==> src/rtl/mem_access_ctrl_if.sv <==
// ---------------------------------------------------------------------------
// mem_access_ctrl_if
//   Bundles the request/response handshake between the control unit and the
//   memory access controller, together with the RAM pin bus the controller
//   drives.
//
//   modport slave  : controller view (accepts requests, drives the RAM pins)
//   modport master : datapath + RAM view (issues requests, returns dataout)
//
//   Signals:
//     req_valid/req_ready/req_write/req_addr/req_wdata  request handshake
//     resp_valid/resp_err/resp_rdata                    completion
//     mem_addr/mem_datain/mem_read/mem_write/mem_enable RAM control pins
//     mem_dataout                                        RAM read data
// ---------------------------------------------------------------------------
interface mem_access_ctrl_if #(
  parameter int DATA_WIDTH = 32,
  parameter int ADDR_SPACE = 9
);
  logic                  req_valid;
  logic                  req_ready;
  logic                  req_write;
  logic [ADDR_SPACE-1:0] req_addr;
  logic [DATA_WIDTH-1:0] req_wdata;

  logic                  resp_valid;
  logic                  resp_err;
  logic [DATA_WIDTH-1:0] resp_rdata;

  logic [ADDR_SPACE-1:0] mem_addr;
  logic [DATA_WIDTH-1:0] mem_datain;
  logic                  mem_read;
  logic                  mem_write;
  logic                  mem_enable;
  logic [DATA_WIDTH-1:0] mem_dataout;

  modport slave (
    input  req_valid, req_write, req_addr, req_wdata, mem_dataout,
    output req_ready, resp_valid, resp_err, resp_rdata,
           mem_addr, mem_datain, mem_read, mem_write, mem_enable
  );

  modport master (
    output req_valid, req_write, req_addr, req_wdata, mem_dataout,
    input  req_ready, resp_valid, resp_err, resp_rdata,
           mem_addr, mem_datain, mem_read, mem_write, mem_enable
  );
endinterface

==> src/rtl/mem_access_ctrl.sv <==
// ---------------------------------------------------------------------------
// mem_access_ctrl
//   Sequencer that turns single-word read/write requests into the data RAM's
//   edge-triggered protocol: address/data/command are set up for one cycle,
//   mem_enable pulses high for exactly one cycle, then read data is captured
//   and a one-cycle resp_valid is issued.
//
//   Sequence (accept edge = cycle 0):
//     cycle 1 SETUP   : addr/data/command on the pins, enable low
//     cycle 2 STROBE  : enable high (the only state that raises it)
//     cycle 3 CAPTURE : enable low, command/addr held, read data sampled at end
//     cycle 4 DONE    : resp_valid, command dropped
//     cycle 5 IDLE    : req_ready, next request may be accepted
//
//   Ports:
//     clk  - system clock, rising edge
//     clr  - synchronous active-high reset
//     bus  - mem_access_ctrl_if.slave (request, response and RAM pins)
//
//   Optional feature (macro MEM_CTRL_ADDR_CHECK_EN):
//     Requests with req_addr >= ADDR_LIMIT skip the RAM entirely and complete
//     one cycle after accept with resp_err = 1. Without the macro resp_err is
//     constant 0 and every request follows the full sequence.
//
//   All outputs come straight from flops; each *_q is loaded from *_d.
// ---------------------------------------------------------------------------
module mem_access_ctrl #(
  parameter int DATA_WIDTH = 32,
  parameter int ADDR_SPACE = 9,
  parameter int ADDR_LIMIT = 512
) (
  input  logic                clk,
  input  logic                clr,
  mem_access_ctrl_if.slave    bus
);

  // ADDR_LIMIT must be representable in ADDR_SPACE+1 bits to be meaningful.
  if (ADDR_LIMIT < 1 || ADDR_LIMIT > (1 << ADDR_SPACE)) begin : g_bad_limit
    $error("mem_access_ctrl: ADDR_LIMIT out of range");
  end

  typedef enum logic [2:0] {
    S_IDLE,
    S_SETUP,
    S_STROBE,
    S_CAPTURE,
    S_DONE
  } state_e;

  state_e                state_q,      state_d;
  logic                  req_ready_q,  req_ready_d;
  logic                  resp_valid_q, resp_valid_d;
  logic [DATA_WIDTH-1:0] resp_rdata_q, resp_rdata_d;
  logic [ADDR_SPACE-1:0] mem_addr_q,   mem_addr_d;
  logic [DATA_WIDTH-1:0] mem_datain_q, mem_datain_d;
  logic                  mem_read_q,   mem_read_d;
  logic                  mem_write_q,  mem_write_d;
  logic                  mem_enable_q, mem_enable_d;

  logic                  accept;
  assign accept = bus.req_valid && req_ready_q;

`ifdef MEM_CTRL_ADDR_CHECK_EN
  localparam int LIMIT_W = ADDR_SPACE + 1;
  localparam logic [LIMIT_W-1:0] LIMIT = LIMIT_W'(ADDR_LIMIT);

  logic resp_err_q, resp_err_d;
  logic addr_illegal;
  // Zero-extend so a limit equal to the full address space never matches.
  assign addr_illegal = ({1'b0, bus.req_addr} >= LIMIT);
`endif

  // -------------------------------------------------------------------------
  // Next-state / next-output logic. Outputs are computed for the state being
  // entered so that every pin is a flop output aligned with its state.
  // -------------------------------------------------------------------------
  always_comb begin
    state_d      = state_q;
    req_ready_d  = req_ready_q;
    resp_valid_d = resp_valid_q;
    resp_rdata_d = resp_rdata_q;
    mem_addr_d   = mem_addr_q;
    mem_datain_d = mem_datain_q;
    mem_read_d   = mem_read_q;
    mem_write_d  = mem_write_q;
    mem_enable_d = mem_enable_q;
`ifdef MEM_CTRL_ADDR_CHECK_EN
    resp_err_d   = resp_err_q;
`endif

    case (state_q)
      S_IDLE: begin
        if (accept) begin
          req_ready_d = 1'b0;
`ifdef MEM_CTRL_ADDR_CHECK_EN
          if (addr_illegal) begin
            // Short completion: the RAM pins are left untouched.
            resp_valid_d = 1'b1;
            resp_err_d   = 1'b1;
            state_d      = S_DONE;
          end else begin
            mem_addr_d   = bus.req_addr;
            mem_datain_d = bus.req_wdata;
            mem_read_d   = !bus.req_write;
            mem_write_d  = bus.req_write;
            state_d      = S_SETUP;
          end
`else
          mem_addr_d   = bus.req_addr;
          mem_datain_d = bus.req_wdata;
          mem_read_d   = !bus.req_write;
          mem_write_d  = bus.req_write;
          state_d      = S_SETUP;
`endif
        end
      end

      S_SETUP: begin
        // Pins have been stable for a full cycle; raise the strobe.
        mem_enable_d = 1'b1;
        state_d      = S_STROBE;
      end

      S_STROBE: begin
        mem_enable_d = 1'b0;
        state_d      = S_CAPTURE;
      end

      S_CAPTURE: begin
        // The RAM updated dataout on the strobe edge; sample it here so the
        // pins are still held a full cycle after the strobe.
        if (mem_read_q) begin
          resp_rdata_d = bus.mem_dataout;
        end
        mem_read_d   = 1'b0;
        mem_write_d  = 1'b0;
        resp_valid_d = 1'b1;
`ifdef MEM_CTRL_ADDR_CHECK_EN
        resp_err_d   = 1'b0;
`endif
        state_d      = S_DONE;
      end

      S_DONE: begin
        resp_valid_d = 1'b0;
`ifdef MEM_CTRL_ADDR_CHECK_EN
        resp_err_d   = 1'b0;
`endif
        req_ready_d  = 1'b1;
        state_d      = S_IDLE;
      end

      default: begin
        state_d      = S_IDLE;
        req_ready_d  = 1'b1;
        resp_valid_d = 1'b0;
        mem_read_d   = 1'b0;
        mem_write_d  = 1'b0;
        mem_enable_d = 1'b0;
      end
    endcase
  end

  // -------------------------------------------------------------------------
  // State and output registers. Reset aborts any access in flight without a
  // response; a write whose strobe already fired stays in the RAM.
  // -------------------------------------------------------------------------
  always_ff @(posedge clk) begin
    if (clr) begin
      state_q      <= S_IDLE;
      req_ready_q  <= 1'b1;
      resp_valid_q <= 1'b0;
      resp_rdata_q <= '0;
      mem_addr_q   <= '0;
      mem_datain_q <= '0;
      mem_read_q   <= 1'b0;
      mem_write_q  <= 1'b0;
      mem_enable_q <= 1'b0;
`ifdef MEM_CTRL_ADDR_CHECK_EN
      resp_err_q   <= 1'b0;
`endif
    end else begin
      state_q      <= state_d;
      req_ready_q  <= req_ready_d;
      resp_valid_q <= resp_valid_d;
      resp_rdata_q <= resp_rdata_d;
      mem_addr_q   <= mem_addr_d;
      mem_datain_q <= mem_datain_d;
      mem_read_q   <= mem_read_d;
      mem_write_q  <= mem_write_d;
      mem_enable_q <= mem_enable_d;
`ifdef MEM_CTRL_ADDR_CHECK_EN
      resp_err_q   <= resp_err_d;
`endif
    end
  end

  assign bus.req_ready  = req_ready_q;
  assign bus.resp_valid = resp_valid_q;
  assign bus.resp_rdata = resp_rdata_q;
  assign bus.mem_addr   = mem_addr_q;
  assign bus.mem_datain = mem_datain_q;
  assign bus.mem_read   = mem_read_q;
  assign bus.mem_write  = mem_write_q;
  assign bus.mem_enable = mem_enable_q;
`ifdef MEM_CTRL_ADDR_CHECK_EN
  assign bus.resp_err   = resp_err_q;
`else
  assign bus.resp_err   = 1'b0;
`endif

endmodule
==> src/flat_wrapper.sv <==
// flat-port wrapper written by rule: the top's interface ports become plain ports
module mem_access_ctrl_flat 
#(
  parameter int DATA_WIDTH = 32,
  parameter int ADDR_SPACE = 9,
  parameter int ADDR_LIMIT = 512
)
  (clk, clr, bus_req_valid, bus_req_write, bus_req_addr, bus_req_wdata, bus_mem_dataout, bus_req_ready, bus_resp_valid, bus_resp_err, bus_resp_rdata, bus_mem_addr, bus_mem_datain, bus_mem_read, bus_mem_write, bus_mem_enable);
  mem_access_ctrl_if #(.DATA_WIDTH(DATA_WIDTH), .ADDR_SPACE(ADDR_SPACE)) bus_i ();
  input  logic clk;
  input  logic clr;
  input wire logic [$bits(bus_i.req_valid)-1:0] bus_req_valid;
  input wire logic [$bits(bus_i.req_write)-1:0] bus_req_write;
  input wire logic [$bits(bus_i.req_addr)-1:0] bus_req_addr;
  input wire logic [$bits(bus_i.req_wdata)-1:0] bus_req_wdata;
  input wire logic [$bits(bus_i.mem_dataout)-1:0] bus_mem_dataout;
  output wire logic [$bits(bus_i.req_ready)-1:0] bus_req_ready;
  output wire logic [$bits(bus_i.resp_valid)-1:0] bus_resp_valid;
  output wire logic [$bits(bus_i.resp_err)-1:0] bus_resp_err;
  output wire logic [$bits(bus_i.resp_rdata)-1:0] bus_resp_rdata;
  output wire logic [$bits(bus_i.mem_addr)-1:0] bus_mem_addr;
  output wire logic [$bits(bus_i.mem_datain)-1:0] bus_mem_datain;
  output wire logic [$bits(bus_i.mem_read)-1:0] bus_mem_read;
  output wire logic [$bits(bus_i.mem_write)-1:0] bus_mem_write;
  output wire logic [$bits(bus_i.mem_enable)-1:0] bus_mem_enable;
  assign bus_i.req_valid = bus_req_valid;
  assign bus_i.req_write = bus_req_write;
  assign bus_i.req_addr = bus_req_addr;
  assign bus_i.req_wdata = bus_req_wdata;
  assign bus_i.mem_dataout = bus_mem_dataout;
  assign bus_req_ready = bus_i.req_ready;
  assign bus_resp_valid = bus_i.resp_valid;
  assign bus_resp_err = bus_i.resp_err;
  assign bus_resp_rdata = bus_i.resp_rdata;
  assign bus_mem_addr = bus_i.mem_addr;
  assign bus_mem_datain = bus_i.mem_datain;
  assign bus_mem_read = bus_i.mem_read;
  assign bus_mem_write = bus_i.mem_write;
  assign bus_mem_enable = bus_i.mem_enable;
  mem_access_ctrl #(.DATA_WIDTH(DATA_WIDTH), .ADDR_SPACE(ADDR_SPACE), .ADDR_LIMIT(ADDR_LIMIT)) u_core (.clk(clk), .clr(clr), .bus(bus_i));
endmodule
==> config.mk <==
export PLATFORM = sky130hd
export DESIGN_NAME = mem_access_ctrl_flat
export DESIGN_NICKNAME = d
export VERILOG_FILES = /design/src/rtl/mem_access_ctrl_if.sv /design/src/rtl/mem_access_ctrl.sv /design/src/flat_wrapper.sv
export SDC_FILE = /design/constraint.sdc
export NUM_CORES = 1
export LEC_CHECK = 0
export ABC_AREA = 1
export BUFFER_PORTS_ARGS = -buffer_cell sky130_fd_sc_hd__clkbuf_2
export CAP_MARGIN = 20
export CORE_ASPECT_RATIO = 1.2
export CORE_MARGIN = 3
export CORE_UTILIZATION = 48
export CTS_CLUSTER_DIAMETER = 100
export CTS_CLUSTER_SIZE = 8
export DETAILED_ROUTE_END_ITERATION = 6
export MAX_ROUTING_LAYER = met4
export PLACE_DENSITY = 0.95
export SLEW_MARGIN = 20
export SYNTH_ARGS = -nofsm -noshare
export SYNTH_HDL_FRONTEND = slang
export SYNTH_SLANG_ARGS = --single-unit
==> constraint.sdc <==
create_clock -name clk -period 2.3 [get_ports clk]
set_clock_uncertainty 0.15 [all_clocks]
set_input_delay 0.46 -clock clk [delete_from_list [all_inputs] [get_ports clk]]
set_output_delay 0.46 -clock clk [all_outputs]
set_load 0.02 [all_outputs]
==> results.md, run 1 <==
- The count of buffers added by post-CTS timing repair for setup is 0.
- Along the worst path, the maximum fanout reaches 72.
- The synthesized design devotes to its leading area cell type 54.52% of total area.
- The category of the worst setup path capture point is a register.
- The horizontal die dimension is 77.86 um.
- The number of clock buffers added by TritonCTS is 9.
- The first global-routing pass estimated 11,750 um of wire.
- The biggest area contributor in the post-synthesis netlist is sky130_fd_sc_hd__dfxtp_1.
- In this design, the stage delay of the slowest critical-path cell is 0.38 ns.
- The analysis attributes to cell leakage a power of 1.862 nW.
- The number of buffers added on ports is 154.
- The average wire per cell in the routed design is 11.98 um.
- In this run, synthesis produced a sequential element count of 81.
- The distinct cell type count of the synthesized netlist is 20.
- The net count of the mapped netlist is 447.
- A synthesized cell averages 8.038 um^2.
- In the synthesized netlist, the number of instances is 370.
- The areal power density over the cells is 789.7 nW/um^2.
- In this run the deepest clock path goes through 2 buffers.
- Yosys printed 0 warnings.
- The final cycle utilization of the critical path is 72.87%.
- The die covers 7180 um^2.
- The slowest stage of the critical path is the sky130_fd_sc_hd__dfxtp_1 cell.
- Across every metal layer, demand over resource in global routing totals 20.71%.
- The quantity of gates resized following cts is 0.
- Summing over every cut layer, the via total after detailed routing is 2,887.
- Static timing analysis puts the maximum clock frequency at 0.5966 GHz.
- The number of global-route vias before repair is 2,798.
- The tree is rooted in a sky130_fd_sc_hd__clkbuf_8.
- In this run the standard cell core region covers 5818 um^2.
- The final sum of negative setup slack is 0 ns.
- The TritonCTS clock tree is built.
- The number of hold violations in the final report is 0.
- The tightest min-delay check is of the input pin to register type.
- The netlist area before placement is 2974 um^2.
- The number of antenna-violating nets in the routed design is 0.
- The post-route netlist has 35.06% of its cells at a drive strength greater than 1.
- Setup violations remaining at the end of the flow were counted as 0.
- The final count of pins violating max slew is 0.
- The total power is 3.082 mW.
- The die is 92.23 um tall.
- Data on the critical path arrives at its endpoint at 1.75 ns.
- The H-tree generated during clock tree synthesis spans 3 levels.
- Setup repair after global routing left no endpoint under its margin.
- Buffers inserted to repair hold after CTS numbered 0.
- The worst-case IR drop observed on VDD is 0.4560 mV.
- The number of fillers in the final layout is 482.
- The total buffers and inverters traversed by the critical path is 1.
- The maximum number of pins on one net before global-route repair is 73.
- By area the synthesized netlist is led by sky130_fd_sc_hd__dfxtp_1 55%, sky130_fd_sc_hd__o21ai_0 12%, sky130_fd_sc_hd__nor2_1 9.0%.
- The net count reported at finish is 594.
- Across the run, the number of max-cap violations was 0.
- The congestion estimate from routability-driven global placement came to 0.7666.
- The diode insertion count for antenna repair is 0.
- The clock net in this run drives a total of 81 sinks.
- The number of ports placed on the die boundary is 156.
- Traced cell by cell, the critical path runs through nor2_2, nand3_2, buf_12, o21ai_0, a21oi_1.
- The initial detailed-routing violation count is 104.
- The number of antenna violations at the first check in global routing came to 0.
- The initial core utilization is 51.12%.
- The share of the Yosys chip area taken by registers is 54.52%.
- The iteration count of the initial detailed-routing pass is 4.
- The area growth from synthesis to layout is 31.22%.
- The floorplan has 30 rows.
- Wires add up to 7213 um.
- In the routed design, unresolved DRC markers number 0.
- For the worst setup path, the data required time is 2.37 ns.
- After detailed placement, the design holds a cell count of 586.
- The later pin in the worst-skew pair is clocked with a latency of 0.33 ns.
- Detailed placement ended at an HPWL of 5523 um.
- The critical setup path kind is register to register.
- Dividing the detail-routed via count by the number of cells gives 4.796.
- The kind of cell with the highest combined delay on the critical path is simple AND/OR/NAND/NOR gates.
- The post-CTS clock slew at the launch and capture registers of the worst setup and hold paths is 0.08 ns.
- The final cell count without fillers is 602.
- The shortest period the worst path allows is 1.676 ns.
- The flow ran to the end, and the final reports show no timing, DRC or antenna violations.
- The residual overflow from global routing is 0.
- STA classifies the critical path startpoint as a register.
-- cell usage in the layout, fill, tap and decap left out, drive strengths merged --
master	synthesis	layout
a211oi	1	1
nor3	1	1
inv	52	53
nand2	11	11
clkbuf	10	163
nand4	1	1
nand3	5	5
o21ai	76	76
buf	14	6
nor2	73	73
a21oi	44	44
conb	1	1
clkinvlp	0	2
dfxtp	81	81
clkinv	0	4
-- metal layers --
layer  up-vias  global-route usage (%)  part of all wire (%)
li1       1469                       -                     -
met1      1284                   21.04                    39
met2       118                   37.07                    51
met3        16                   4.519                   7.7
met4         0                   10.39                   2.5
met5         -                       -                     0
-- Yosys cell counts --
master and count:
sky130_fd_sc_hd__a211oi_1 1, sky130_fd_sc_hd__nor3_1 1, sky130_fd_sc_hd__nand3_2 2, sky130_fd_sc_hd__nand4_1 1
sky130_fd_sc_hd__clkbuf_1 7, sky130_fd_sc_hd__nor2_2 2, sky130_fd_sc_hd__nand3_1 3, sky130_fd_sc_hd__dfxtp_1 81
sky130_fd_sc_hd__nor2_1 71, sky130_fd_sc_hd__conb_1 1, sky130_fd_sc_hd__buf_4 2, sky130_fd_sc_hd__o21ai_1 7
sky130_fd_sc_hd__buf_2 2, sky130_fd_sc_hd__buf_6 10, sky130_fd_sc_hd__inv_1 49, sky130_fd_sc_hd__clkbuf_2 3
sky130_fd_sc_hd__a21oi_1 44, sky130_fd_sc_hd__o21ai_0 69, sky130_fd_sc_hd__inv_2 3, sky130_fd_sc_hd__nand2_1 11
-- cell type report --
class	instances	area (um^2)	share of cell area (%)
clock inverter	7	55.05	1.411
tap	80	100.1	2.565
inverter	52	195.2	5.002
multi-input combinational	213	978.4	25.07
clock buffer	9	123.9	3.174
sequential	81	1622	41.55
timing repair buffer	160	828.3	21.22
-- sequential cells by signal, summed over array words and instances (netlist names) --
register               flops
u_core.bus.mem_datain     32
u_core.bus.mem_enable      1
u_core.bus.resp_valid      1
u_core.bus.mem_write       1
u_core.bus.mem_read        1
u_core.bus.mem_addr        9
u_core.bus.req_ready       1
u_core.bus.resp_rdata     32
u_core.state_q             3
-- through the flow --
stage / hold slack [ns] / utilization [%] / setup slack (ns) / instance area, um^2
floorplan: 0.3649 / - / 0.8969 / 2974
global placement: 0.2803 / 64.00 / 0.6057 / 3724
detailed placement: 0.2859 / 64.00 / 0.5188 / 3724
CTS: 0.1648 / 67.08 / 0.6225 / 3902
global route: 0.1794 / 67.08 / 0.4393 / 3902
finish: 0.1865 / 67.08 / 0.6239 / 3902
-- worst reg2reg max path: cells and delay by family, from the launching register on --
kind            cells  cell delay, ns
buf+inv             1            0.30
compound gates      2            0.27
simple gates        2            0.48
flops               1            0.38
-- worst paths after layout --
check | startpoint | end | slack (ns) | cells after the start
hold / removal | clr | u_core.bus.mem_enable | 0.19 | 2
setup / recovery | u_core.state_q[0] | u_core.bus.mem_datain[5] | 0.62 | 5
setup reg to reg | u_core.state_q[0] | u_core.bus.mem_datain[5] | 0.62 | 5
hold reg to reg | u_core.bus.mem_datain[17] | u_core.bus.mem_datain[17] | 0.30 | 2
-- kinds of logic after synthesis --
kind of cell / Yosys count / share of synthesized area [%]
AOI/OAI and AO/OA: 121 / 20.45
buffers and inverters: 76 / 12.58
DFF: 81 / 54.52
other: 1 / 0.1261
and+or+nand+nor: 91 / 12.33
-- power breakdown --
group | switching, mW | total [mW] | internal [mW]
clock network | 0.518 | 0.917 | 0.399
logic | 0.372 | 0.581 | 0.209
registers | 0.0679 | 1.58 | 1.52
Power figures use the tool's default switching activity.
==> inputs of run 2 (changes only) <==
--- a/config.mk
+++ b/config.mk
@@ -10,12 +10,12 @@
 export CAP_MARGIN = 20
 export CORE_ASPECT_RATIO = 1.2
 export CORE_MARGIN = 3
-export CORE_UTILIZATION = 48
+export CORE_UTILIZATION = 40
 export CTS_CLUSTER_DIAMETER = 100
 export CTS_CLUSTER_SIZE = 8
 export DETAILED_ROUTE_END_ITERATION = 6
 export MAX_ROUTING_LAYER = met4
-export PLACE_DENSITY = 0.95
+export PLACE_DENSITY = 0.86
 export SLEW_MARGIN = 20
 export SYNTH_ARGS = -nofsm -noshare
 export SYNTH_HDL_FRONTEND = slang
==> constraint.sdc (replaced) <==
create_clock -name clk -period 1.44 [get_ports clk]
set_clock_uncertainty 0.15 [all_clocks]
set_input_delay 0.288 -clock clk [delete_from_list [all_inputs] [get_ports clk]]
set_output_delay 0.288 -clock clk [all_outputs]
set_load 0.02 [all_outputs]
==> run 2 against run 1 <==
Fmax increased by 18%. Register-to-register slack got worse by 0.61 ns. Critical path depth rose by 1. Final cell count increased by 3.7%. Sequential cell count unchanged. Critical endpoint is now u_core.bus.mem_datain[25]. Largest cell class unchanged. Highest routed layer unchanged.
==> results.md, run 2 (synthesized netlist as in run 1, its figures left out) <==
- The run finished with clean final reports.
- For this run, the share of the core covered by cells in the final layout is 61.03%.
- The area added between synthesis and finish is 44.05%.
- The clock drives 81 sinks.
- The post-route netlist has 37.87% of its cells at a drive strength greater than 1.
- The pre-CTS worst setup slack is -0.003825 ns.
- The number of antenna violations at the first check in global routing is 1.
- The maximum single-stage delay on the critical path is 0.34 ns.
- The path class of the tightest hold or removal check is input pin to register.
- Setup violations remaining at the end of the flow were counted as 0.
- Summed over all nets, the half-perimeter wirelength after detailed placement is 5440 um.
- At the worst endpoint, the arrival time is 1.49 ns.
- During I/O placement, the number of pins put on the boundary was 156.
- The finished cells cover 4284 um^2.
- Across all setup checks in the final design, the least slack found is 0.01588 ns.
- Summed over all layers, the routed wires come to 7770 um.
- The library cell used most frequently in the layout, excluding fill and tap cells, is sky130_fd_sc_hd__clkbuf_2.
- The number of cell rows is 33.
- The die is 84.72 um wide.
- Routability-driven placement finished with a final weighted congestion of 0.7771.
- Broken down by cell family, the worst path's largest delay share belongs to flip-flops.
- Buffers placed on the I/O ports in this run total 154.
- The final critical path takes up 98.90% of the cycle.
- STA classifies the critical path endpoint as a register.
- The die area is 8510 um^2.
- Together, buffers and inverters on the worst path number 2.
- The slowest stage of the critical path is the sky130_fd_sc_hd__dfxtp_2 cell.
- For this design the ratio of total power to cell area is 1247 nW/um^2.
- The final count of pins violating max slew is 0.
- The net count reported at finish is 608.
- The standard cell area after detailed placement is 3852 um^2.
- Summed over all layers, the global routing overflow is 0.
- The total area inside the core boundary comes to 7019 um^2.
- The worst reg-to-reg setup slack is 0.02 ns.
- Clock-pin slew was measured on the worst setup and hold paths at 0.08 ns.
- In the layout the commonest cells are 154 x sky130_fd_sc_hd__clkbuf_2, 77 x sky130_fd_sc_hd__dfxtp_1, 71 x sky130_fd_sc_hd__nor2_1.
- The iteration count of the initial detailed-routing pass is 4.
- The tool flagged a number of max-cap violations equal to 0.
- Once the floorplan was initialized, standard cells occupied 42.37% of the core.
- The H-tree was split into 3 levels.
- Across the VDD grid, the largest voltage drop is 0.7005 mV.
- The master cell of the clock root buffer is sky130_fd_sc_hd__clkbuf_8.
- The number of global-route vias before repair is 2,687.
- The leakage component of the power is 2.031 nW.
- For this run, design rule violations remaining after detail routing come to 0.
- The height of the die is 100.5 um.
- The combined global-route utilization of all metal layers is 17.34%.
- The vias per cell is 4.675.
- The longest clock path from root to sink contains 2 buffers.
- The average wire per cell in the routed design is 12.45 um.
- The total via count in the routed design is 2,917.
- The number of hold violations in the final report is 0.
- The TritonCTS clock tree is built.
- For this run, the top clock speed supported by timing is 0.7022 GHz.
- The shortest period the worst path allows is 1.424 ns.
- The required arrival time at the worst endpoint is 1.51 ns.
- Traced cell by cell, the critical path runs through nor2_2, nand3_4, buf_12, clkbuf_16, o21ai_0, a21oi_1.
- The critical setup path kind is register to register.
- The initial detailed-routing violation count is 47.
- Clock tree synthesis inserted a total of 9 buffers.
- The critical-path maximum fanout is 9.
- The clock insertion delay at the later pin of the skew report is 0.33 ns.
- Entering global routing, the biggest net connects 48 pins.
- The first global-routing pass estimated 11,750 um of wire.
- The worst setup path is launched from a register.
- The number of antenna-violating nets in the routed design is 0.
==> run 2: cell types whose count changed in the layout (fill, tap and decap cells not counted), moves of 4 or more <==
cell,change
sky130_fd_sc_hd__buf_12,+7
sky130_fd_sc_hd__o21ai_1,+16
sky130_fd_sc_hd__o21ai_0,-16
sky130_fd_sc_hd__clkbuf_16,+7
sky130_fd_sc_hd__dfxtp_2,+4
sky130_fd_sc_hd__dfxtp_1,-4
==> run 2: per-layer routing <==
metal / GRT usage, % / part of all wire (%)
met1: 18.76 / 41
met2: 30.32 / 50
met3: 4.742 / 8.0
met4: 6.456 / 0.81
met5: - / 0
==> run 2: worst paths after layout <==
check / startpoint / to / cells past startpoint
hold reg to reg: u_core.bus.mem_addr[3] / u_core.bus.mem_addr[3] / 2
setup / recovery: u_core.state_q[0] / u_core.bus.mem_datain[25] / 6
hold / removal: clr / u_core.bus.mem_enable / 2
setup reg to reg: u_core.state_q[0] / u_core.bus.mem_datain[25] / 6
==> run 2: where the power goes <==
| group | total (mW) | internal, mW | switching (mW) |
|---|---|---|---|
| clock | 1.66 | 0.851 | 0.809 |
| combinational | 1.15 | 0.498 | 0.656 |
| sequential | 2.53 | 2.42 | 0.103 |
| total | 5.34 | 3.77 | 1.57 |
==> run 2: repair_timing <==
item | in CTS | in global routing
gates resized for setup | 1 | 25
cloned | 0 | 7
buffers inserted | 0 | 1
hold buffers | 0 | 0
pin swaps | 0 | 2
hold endpoints to repair | 0 | 0
setup endpoints to repair | 2 | 68
==> run 2: cell type report <==
type,count,area (um^2)
well taps,87,108.9
clock inverters,6,67.56
inverters,52,200.2
multi-input cells,213,993.5
clock buffers,10,137.6
flip-flops and latches,81,1627
repair buffers,174,1147
diodes,1,2.502
fillers,630,2735
==> run 2: worst register-to-register path: cells and delay by family, from the launching register on <==
kind,cells,cell delay (ns)
compound gates,2,0.24
buf+inv,2,0.32
simple gates,2,0.26
flops,1,0.34
==> run 2: per-stage QoR <==
step / TNS (ns) / std cells / hold slack, ns / power [mW]
floorplan: 0 / 370 / 0.2071 / 3.198
global placement: 0 / 599 / 0.2786 / 3.524
detailed placement: -0.003825 / 599 / 0.2870 / 3.556
CTS: 0 / 615 / 0.009170 / 5.226
global route: -0.08385 / 624 / 0.01971 / 5.617
finish: 0 / 624 / 0.03291 / 5.342
